**src/rtl/mem_arb_pkg.sv**
```systemverilog
// Shared definitions for the two-master memory bus arbiter.
// Contents:
//   arb_state_e  - arbiter FSM state encoding (idle / bus cycle / response)
//   W_*          - access width codes as seen on m*_width and mem_width
//   RAM_SEL_BIT  - address bit that selects RAM (1) versus ROM (0)
//   access_err() - latch-time legality check (width, alignment, ROM write)
package mem_arb_pkg;

  typedef enum logic [1:0] {
    StIdle = 2'd0,
    StBus  = 2'd1,
    StResp = 2'd2
  } arb_state_e;

  localparam logic [1:0] W_BYTE = 2'b00;
  localparam logic [1:0] W_HALF = 2'b01;
  localparam logic [1:0] W_WORD = 2'b10;
  localparam logic [1:0] W_BAD  = 2'b11;

  localparam int unsigned RAM_SEL_BIT = 31;

  // Returns 1 when the access must be refused without touching the bus.
  function automatic logic access_err(input logic        we,
                                      input logic [31:0] addr,
                                      input logic [1:0]  width);
    logic err;
    err = 1'b0;
    unique case (width)
      W_BYTE: err = 1'b0;
      W_HALF: err = addr[0];
      W_WORD: err = |addr[1:0];
      W_BAD:  err = 1'b1;
      default: err = 1'b1;
    endcase
    // ROM is read-only.
    if (we && !addr[RAM_SEL_BIT]) begin
      err = 1'b1;
    end
    return err;
  endfunction

endpackage

```
**src/rtl/rr_arbiter2.sv**
```systemverilog
// Two-way round-robin picker.
// Ports:
//   req        in  2  request vector, bit i = master i
//   last_grant in  1  index of the master granted most recently
//   grant      out 2  one-hot grant (all zero when no request)
module rr_arbiter2 (
  input  logic [1:0] req,
  input  logic       last_grant,
  output logic [1:0] grant
);

  always_comb begin
    grant = 2'b00;
    unique case (req)
      2'b01:   grant = 2'b01;
      2'b10:   grant = 2'b10;
      // On a tie the master that was not served last wins.
      2'b11:   grant = last_grant ? 2'b01 : 2'b10;
      default: grant = 2'b00;
    endcase
  end

endmodule

```
**src/rtl/mem_bus_arbiter.sv**
```systemverilog
// Shares one memory port between requester m0 (core) and m1 (DMA/debug).
// One transaction at a time, round-robin on contention, refuses illegal
// accesses before the bus cycle, supports wait states via mem_ready and
// ends a stalled access with an error after TIMEOUT bus cycles.
// Ports:
//   clk, reset                   clock (rising edge), async active-low reset
//   mX_req/we/addr/width/wdata   request from master X, held until mX_ack
//   mX_rdata                     read data, updated when a read completes
//   mX_ack/mX_err                one-cycle completion pulse and its error flag
//   mem_addr/dout/width          downstream access, non-zero only in a bus cycle
//   mem_read_en/mem_write_en     downstream strobes
//   mem_din/mem_ready            downstream read data and completion
module mem_bus_arbiter
  import mem_arb_pkg::*;
#(
  parameter int unsigned TIMEOUT = 16,
  parameter int unsigned CNT_W   = 5
) (
  input  logic        clk,
  input  logic        reset,

  input  logic        m0_req,
  input  logic        m0_we,
  input  logic [31:0] m0_addr,
  input  logic [1:0]  m0_width,
  input  logic [31:0] m0_wdata,
  output logic [31:0] m0_rdata,
  output logic        m0_ack,
  output logic        m0_err,

  input  logic        m1_req,
  input  logic        m1_we,
  input  logic [31:0] m1_addr,
  input  logic [1:0]  m1_width,
  input  logic [31:0] m1_wdata,
  output logic [31:0] m1_rdata,
  output logic        m1_ack,
  output logic        m1_err,

  output logic [31:0] mem_addr,
  output logic [31:0] mem_dout,
  input  logic [31:0] mem_din,
  output logic        mem_read_en,
  output logic        mem_write_en,
  output logic [1:0]  mem_width,
  input  logic        mem_ready
);

  arb_state_e       state_q;
  logic             last_grant_q;
  logic             sel_q;       // master owning the current transaction
  logic             we_q;
  logic [CNT_W-1:0] cnt_q;

  logic [1:0]  grant;
  logic        sel_we;
  logic [31:0] sel_addr;
  logic [1:0]  sel_width;
  logic [31:0] sel_wdata;

  rr_arbiter2 u_rr (
    .req        ({m1_req, m0_req}),
    .last_grant (last_grant_q),
    .grant      (grant)
  );

  always_comb begin
    sel_we    = grant[1] ? m1_we    : m0_we;
    sel_addr  = grant[1] ? m1_addr  : m0_addr;
    sel_width = grant[1] ? m1_width : m0_width;
    sel_wdata = grant[1] ? m1_wdata : m0_wdata;
  end

  // The mem_* output registers double as the latched address/width/data of
  // the transaction; they are loaded on entry to StBus and zeroed on exit.
  always_ff @(posedge clk or negedge reset) begin
    if (!reset) begin
      state_q      <= StIdle;
      last_grant_q <= 1'b1;
      sel_q        <= 1'b0;
      we_q         <= 1'b0;
      cnt_q        <= '0;
      mem_addr     <= '0;
      mem_dout     <= '0;
      mem_width    <= '0;
      mem_read_en  <= 1'b0;
      mem_write_en <= 1'b0;
      m0_rdata     <= '0;
      m1_rdata     <= '0;
      m0_ack       <= 1'b0;
      m0_err       <= 1'b0;
      m1_ack       <= 1'b0;
      m1_err       <= 1'b0;
    end else begin
      unique case (state_q)
        StIdle: begin
          if (|grant) begin
            sel_q        <= grant[1];
            last_grant_q <= grant[1];
            we_q         <= sel_we;
            cnt_q        <= '0;
            if (access_err(sel_we, sel_addr, sel_width)) begin
              // Refused: answer straight away, never touch the bus.
              state_q <= StResp;
              m0_ack  <= ~grant[1];
              m0_err  <= ~grant[1];
              m1_ack  <= grant[1];
              m1_err  <= grant[1];
            end else begin
              state_q      <= StBus;
              mem_addr     <= sel_addr;
              mem_width    <= sel_width;
              mem_dout     <= sel_we ? sel_wdata : 32'h0;
              mem_read_en  <= ~sel_we;
              mem_write_en <= sel_we;
            end
          end
        end

        StBus: begin
          if (mem_ready || (cnt_q == CNT_W'(TIMEOUT - 1))) begin
            state_q      <= StResp;
            mem_addr     <= '0;
            mem_dout     <= '0;
            mem_width    <= '0;
            mem_read_en  <= 1'b0;
            mem_write_en <= 1'b0;
            m0_ack       <= ~sel_q;
            m1_ack       <= sel_q;
            // Ready wins over timeout on the last allowed cycle.
            m0_err       <= ~sel_q & ~mem_ready;
            m1_err       <= sel_q & ~mem_ready;
            if (mem_ready && !we_q) begin
              if (sel_q) begin
                m1_rdata <= mem_din;
              end else begin
                m0_rdata <= mem_din;
              end
            end
          end else begin
            cnt_q <= cnt_q + CNT_W'(1);
          end
        end

        StResp: begin
          state_q <= StIdle;
          m0_ack  <= 1'b0;
          m0_err  <= 1'b0;
          m1_ack  <= 1'b0;
          m1_err  <= 1'b0;
        end

        default: begin
          state_q <= StIdle;
        end
      endcase
    end
  end

endmodule
```
**config.mk**
```make
export PLATFORM = sky130hd
export DESIGN_NAME = mem_bus_arbiter
export DESIGN_NICKNAME = d
export VERILOG_FILES = /design/src/rtl/mem_arb_pkg.sv /design/src/rtl/rr_arbiter2.sv /design/src/rtl/mem_bus_arbiter.sv
export SDC_FILE = /design/constraint.sdc
export NUM_CORES = 1
export LEC_CHECK = 0
export BUFFER_PORTS_ARGS = -buffer_cell sky130_fd_sc_hd__buf_2
export CAP_MARGIN = 20
export CORE_AREA = 2 2 118 120
export DETAILED_ROUTE_END_ITERATION = 8
export DIE_AREA = 0 0 120 122
export PLACE_DENSITY = 0.82
export SYNTH_ARGS = -nofsm -noshare
export SYNTH_HDL_FRONTEND = slang
export SYNTH_SLANG_ARGS = --single-unit
```
**constraint.sdc**
```tcl
create_clock -name clk -period 6.1 [get_ports clk]
set_clock_uncertainty 0.1 [all_clocks]
set_input_delay 0.305 -clock clk [delete_from_list [all_inputs] [get_ports clk]]
set_output_delay 0.305 -clock clk [all_outputs]
set_load 0.02 [all_outputs]
```
==> results.json, run 1 <==
{
  "outcome": "finished, final reports clean",
  "yosys.cell_types.count": 42,
  "hold_class": "input pin to flip-flop",
  "dp_hpwl_um": 12900,
  "reg2reg_depth": 5,
  "die_area_mm2": 0.0146,
  "rrSetupSlack_ns": 2.62,
  "synthesis.area_mm2": 0.00639,
  "grt_max_degree": 78,
  "tns_ns": 0,
  "drc": 0,
  "crit_chain": "a21bo_4 > buf_4 > mux2i_1 > a2111o_1 > o2bb2ai_1",
  "setup_slack_ns": 2.62,
  "hp-start": "mem_din[2]",
  "synthFlopType": "dfrtp_1",
  "finalHoldViolations": 0,
  "fp-row-count": 43,
  "synth_cells": 455,
  "h-tree-depth": 4,
  "first_pass_iters": 4,
  "num_vias": 5065,
  "start_kind": "flip-flop",
  "cp-end-kind": "flip-flop",
  "coreArea_mm2": 0.0135,
  "r2r_end": "mem_dout[26]",
  "synth-edff-count": 0,
  "final-max-slew-violation-count": 0,
  "gp_congestion": 0.812,
  "avgSynthCellArea_um2": 14.0,
  "ys_ff_latch": 146,
  "async_flop_share": 1.00,
  "tightestPinTransition_ns": 1.03,
  "wl_per_cell_um": 18.2,
  "final_common_cell": "buf_2",
  "max_cap_viol_count": 0,
  "wirelength_um": 17300,
  "die_h_um": 122,
  "clkSlewWorstSetupHoldPaths_ns": 0.06,
  "viasPerCell": 5.34,
  "root_buffer": "clkbuf_16",
  "critical_path.max_fanout": 46,
  "crit_type": "flip-flop to flip-flop",
  "grt-ovfl-total": 0,
  "final_cell_mix": "buf_2, dfrtp_1, mux2_2",
  "crit_path_top_delay_cell": "a2111o_1",
  "antenna_found_initial": 0,
  "fin_crit_sh": 0.570,
  "crit_arrival_ns": 3.62,
  "syn_nets": 631,
  "initial_utilization": 0.473,
  "clk_path_buf_depth": 2,
  "maxSlewHeadroom": 0.316,
  "drtIter0Drc": 334,
  "grt_usage": 0.236,
  "cp_data_required_time_ns": 6.24,
  "holdWs_ns": 0.0351,
  "ys_warn_count": 0,
  "grt_pass1_wl_um": 26900,
  "rsz0062_at_grt": "false",
  "die_x_um": 120,
  "min_to": "m1_rdata[2]",
  "antennaDiodeCount": 0,
  "drtAntennaViolNets": 0,
  "r2r-start": "last_grant_q",
  "ios": 307,
  "dp_cells": 917,
  "fmax_mhz": 288,
  "cts_tree": "done",
  "final_nets": 933,
  "cts_sinks": 146,
  "final_core_util": 0.640,
  "crit_path_max_incr_delay_ns": 0.84,
  "p_leak_nw": 4.67,
  "area_growth_pct": 35.3,
  "instances_no_fill": 948,
  "worstHoldPathCells": 2,
  "power_density_mw_per_mm2": 544,
  "ir_drop_mv": 0.335,
  "grt_pass1_vias": 5231,
  "ys_seq_area_frac": 0.572,
  "cts_setup_buffers": 0,
  "port-buffer-count": 306,
  "finalSetupViolations": 0,
  "finalCriticalPeriod_ns": 3.48,
  "dp_slack_ns": 2.64,
  "cts_made_buffers": 17,
  "drive_gt1_frac": 0.544,
  "clk_latency_ns": 0.41
}
==> Yosys cell counts (all sizes together), types with 2 or more instances <==
master   number  share of area
or3           2         0.0020
nand4b        2         0.0027
nor2          5         0.0029
o211ai        2         0.0024
buf          23          0.023
inv           6         0.0035
ha            5         0.0098
clkbuf        7         0.0041
nor3          3         0.0024
nand3         2         0.0016
a31oi         3         0.0029
o2111ai       2         0.0027
a21oi         6         0.0047
mux2i        67           0.11
dfrtp       145           0.57
nand2         7         0.0041
nor3b         2         0.0024
nor4b         2         0.0037
nand2b        4         0.0039
o21ai         9         0.0076
o2bb2ai      67          0.092
o211a         2         0.0031
mux2         69           0.12
==> how the worst max path moves through the flow <==
stage / slack, ns / start / to / cells past startpoint
after floorplan: 3.99 / cnt_q[0] / cnt_q[3] / 7
after global placement: 2.88 / last_grant_q / mem_dout[23] / 5
after detailed placement: 2.64 / last_grant_q / mem_dout[26] / 5
after CTS: 2.62 / last_grant_q / mem_dout[26] / 5
after global routing: 2.41 / last_grant_q / mem_dout[21] / 5
final: 2.62 / last_grant_q / mem_dout[26] / 5
==> critical path: cells and delay by family (launching register included) <==
| kind | cells | cell delay, ns |
|---|---|---|
| compound gates | 3 | 1.47 |
| buf+inv | 1 | 0.69 |
| mux | 1 | 0.43 |
| flops | 1 | 0.59 |
==> metrics by stage <==
step	cell area [um^2]	total power, W
floorplan	6390	0.00295
CTS	8640	0.00474
detailed placement	8040	0.00367
finish	8640	0.00470
global placement	8040	0.00359
global route	8640	0.00496
==> power by group <==
part	leakage [nW]	switching [W]	internal, W
Sequential	1.90	0.000266	0.00142
Clock	0.289	0.000393	0.000652
Combinational	2.47	0.00120	0.000771
==> logic make-up (layout without fill, tap and decap cells) <==
logic type / count (synthesis) / count (layout) / synth area share
simple gates: 32 / 32 / 0.0290
fa+ha+maj: 5 / 5 / 0.00980
compound gates: 99 / 99 / 0.130
xor+xnor: 1 / 1 / 0.00137
mux: 136 / 136 / 0.227
buf+inv: 36 / 349 / 0.0308
flops: 146 / 146 / 0.572
==> layout make-up <==
class                           instances  area, um^2
Timing Repair Buffer                  313        1590
Sequential cell                       146        3650
Clock inverter                         12         155
Inverter                                6        22.5
Clock buffer                           18         439
Tap cell                              180         225
Multi-Input combinational cell        273        2550
Fill cell                            1017        4860
==> routing by layer <==
layer  wire length [um]  up-vias  GRT usage
li1                   -     2318          -
met2               8740      226      0.392
met3               1470       22     0.0833
met1               6750     2499      0.289
met4                307        0     0.0721
met5                  0        -          0
==> sequential cells by signal, summed over array words and instances, names as in the netlist, 2 cells and up <==
register   count
m0_rdata      32
m1_rdata      32
mem_addr      32
mem_dout      32
cnt_q          5
mem_width      2
state_q        2
==> repair_timing <==
| action | CTS | global route |
|---|---|---|
| endpoints found under the hold margin | 68 | 0 |
| gates resized for setup | 0 | 0 |
| hold buffers | 1 | 0 |
Power figures use the tool's default switching activity.
==> run 2, diff against run 1 <==
--- a/config.mk
+++ b/config.mk
@@ -7,10 +7,9 @@
 export LEC_CHECK = 0
 export BUFFER_PORTS_ARGS = -buffer_cell sky130_fd_sc_hd__buf_2
 export CAP_MARGIN = 20
-export CORE_AREA = 2 2 118 120
+export CORE_UTILIZATION = 47
 export DETAILED_ROUTE_END_ITERATION = 8
-export DIE_AREA = 0 0 120 122
-export PLACE_DENSITY = 0.82
+export PLACE_DENSITY = 0.81
 export SYNTH_ARGS = -nofsm -noshare
 export SYNTH_HDL_FRONTEND = slang
 export SYNTH_SLANG_ARGS = --single-unit
==> constraint.sdc (replaced) <==
create_clock -name clk -period 3.6 [get_ports clk]
set_clock_uncertainty 0.1 [all_clocks]
set_input_delay 0.18 -clock clk [delete_from_list [all_inputs] [get_ports clk]]
set_output_delay 0.18 -clock clk [all_outputs]
set_load 0.02 [all_outputs]
==> results.json, run 2 (synthesized netlist as in run 1, its figures left out) <==
{
  "fmax_mhz": 308,
  "final_nets": 1093,
  "die_x_um": 119,
  "viasPerCell": 5.71,
  "crit_arrival_ns": 3.39,
  "antenna_found_initial": 2,
  "cts_setup_buffers": 0,
  "cp-startpoint": "last_grant_q",
  "wirelength_um": 24400,
  "drive_gt1_frac": 0.452,
  "critical_path.max_fanout": 39,
  "clkSlewWorstSetupHoldPaths_ns": 0.07,
  "use_met1": 0.380,
  "max_cap_viol_count": 0,
  "power_density_mw_per_mm2": 837,
  "drtAntennaViolNets": 0,
  "crit_chain": "a21bo_4 > buf_4 > mux2i_1 > dlygate4sd3_1 > o2bb2ai_1",
  "crit_path_top_delay_cell": "buf_4",
  "final_common_cell": "buf_2",
  "cts_hold_buf": 160,
  "root_buffer": "clkbuf_16",
  "final-max-slew-violation-count": 0,
  "grt_max_degree": 109,
  "cp_data_required_time_ns": 3.75,
  "use_met3": 0.122,
  "rsz0062_at_grt": "false",
  "maxSlewHeadroom": 0.264,
  "outcome": "finished, final reports clean",
  "crit_type": "flip-flop to flip-flop",
  "coreArea_mm2": 0.0132,
  "cp-end-kind": "flip-flop",
  "crit_path_max_incr_delay_ns": 0.67,
  "initial_utilization": 0.482,
  "tns_ns": 0,
  "port-buffer-count": 306,
  "grt_pass1_wl_um": 37700,
  "p_leak_nw": 5.35,
  "ios": 307,
  "start_kind": "flip-flop",
  "h-tree-depth": 4,
  "gr-max-usage-layer": "met2",
  "gp_congestion": 0.851,
  "cts_sinks": 146,
  "fp-row-count": 42,
  "finalHoldViolations": 0,
  "cts_tree": "done",
  "cts_resized": 0,
  "finalSetupViolations": 0,
  "holdWs_ns": 0.0236,
  "first_pass_iters": 7,
  "die_h_um": 119,
  "grt_pass1_vias": 6801,
  "hp-start": "m0_addr[21]",
  "grt-ovfl-total": 0,
  "r2r-start": "last_grant_q",
  "tightestPinTransition_ns": 1.10,
  "clk_latency_ns": 0.42,
  "fin_crit_sh": 0.901,
  "grt_usage": 0.356,
  "hold_class": "input pin to flip-flop",
  "ir_drop_mv": 0.584,
  "use_met2": 0.603,
  "final_cell_mix": "buf_2, dlygate4sd3_1, dfrtp_1",
  "area_growth_pct": 61.1,
  "wl_per_cell_um": 22.0,
  "clk_path_buf_depth": 2,
  "finalCriticalPeriod_ns": 3.24,
  "drtIter0Drc": 492,
  "drc": 0,
  "cts_made_buffers": 17,
  "die_area_mm2": 0.0141,
  "num_vias": 6329,
  "dp_hpwl_um": 12400
}
run 2: cell count changes in the layout (fill, tap and decap cells not counted), sizes merged:
cell / previous run / this run
dlygate4sd3: 1 / 160
diode: 0 / 2
buf: 312 / 313
bufinv: 3 / 4
clkbuf: 18 / 19
clkinv: 3 / 4
inv: 10 / 9
run 2: final cells by class:
class                           count  area, um^2
Sequential cell                   146        3650
Clock buffer                       19         443
Inverter                            6        22.5
Fill cell                         727        2960
Antenna cell                        2        5.00
Clock inverter                     13         199
Multi-Input combinational cell    273        2550
Timing Repair Buffer              473        3190
Tap cell                          176         220
run 2: path summary, 6_finish.rpt:
kind | endpoint | slack [ns] | cells past startpoint
max | mem_dout[27] | 0.36 | 5
min | mem_addr[21] | 0.02 | 3
max reg2reg | mem_dout[27] | 0.36 | 5
min reg2reg | mem_dout[2] | 0.39 | 1
max in group asynchronous | last_grant_q | 2.10 | 3
min in group asynchronous | m1_rdata[8] | 0.37 | 2
run 2: metal layers:
layer	vias up	routed length, um
met5	-	0
met1	3091	8500
met2	471	12200
met4	0	1520
met3	128	2160
li1	2639	-
run 2: power breakdown:
group / leakage (nW) / switching (W) / total [W] / internal (W)
logic: 3.14 / 0.00225 / 0.00376 / 0.00150
registers: 1.90 / 0.000526 / 0.00293 / 0.00240
clock network: 0.306 / 0.000732 / 0.00192 / 0.00119
run 2: worst max-delay path, delay by kind of cell, from the launching register on:
family / cells / cell delay (ns)
buffers and inverters: 2 / 1.27
muxes: 1 / 0.40
DFF: 1 / 0.60
AOI/OAI and AO/OA: 2 / 0.62
run 2: per-stage QoR:
stage | util | setup WS, ns | cell area, um^2 | std cells | power, W
finish | 0.777 | 0.358 | 10300 | 1108 | 0.00861
global placement | 0.607 | 0.912 | 8040 | 914 | 0.00607
floorplan | - | 1.49 | 6390 | 455 | 0.00500
global route | 0.777 | 0.291 | 10300 | 1108 | 0.00896
CTS | 0.776 | 0.653 | 10300 | 1106 | 0.00837
detailed placement | 0.607 | 0.763 | 8040 | 914 | 0.00621
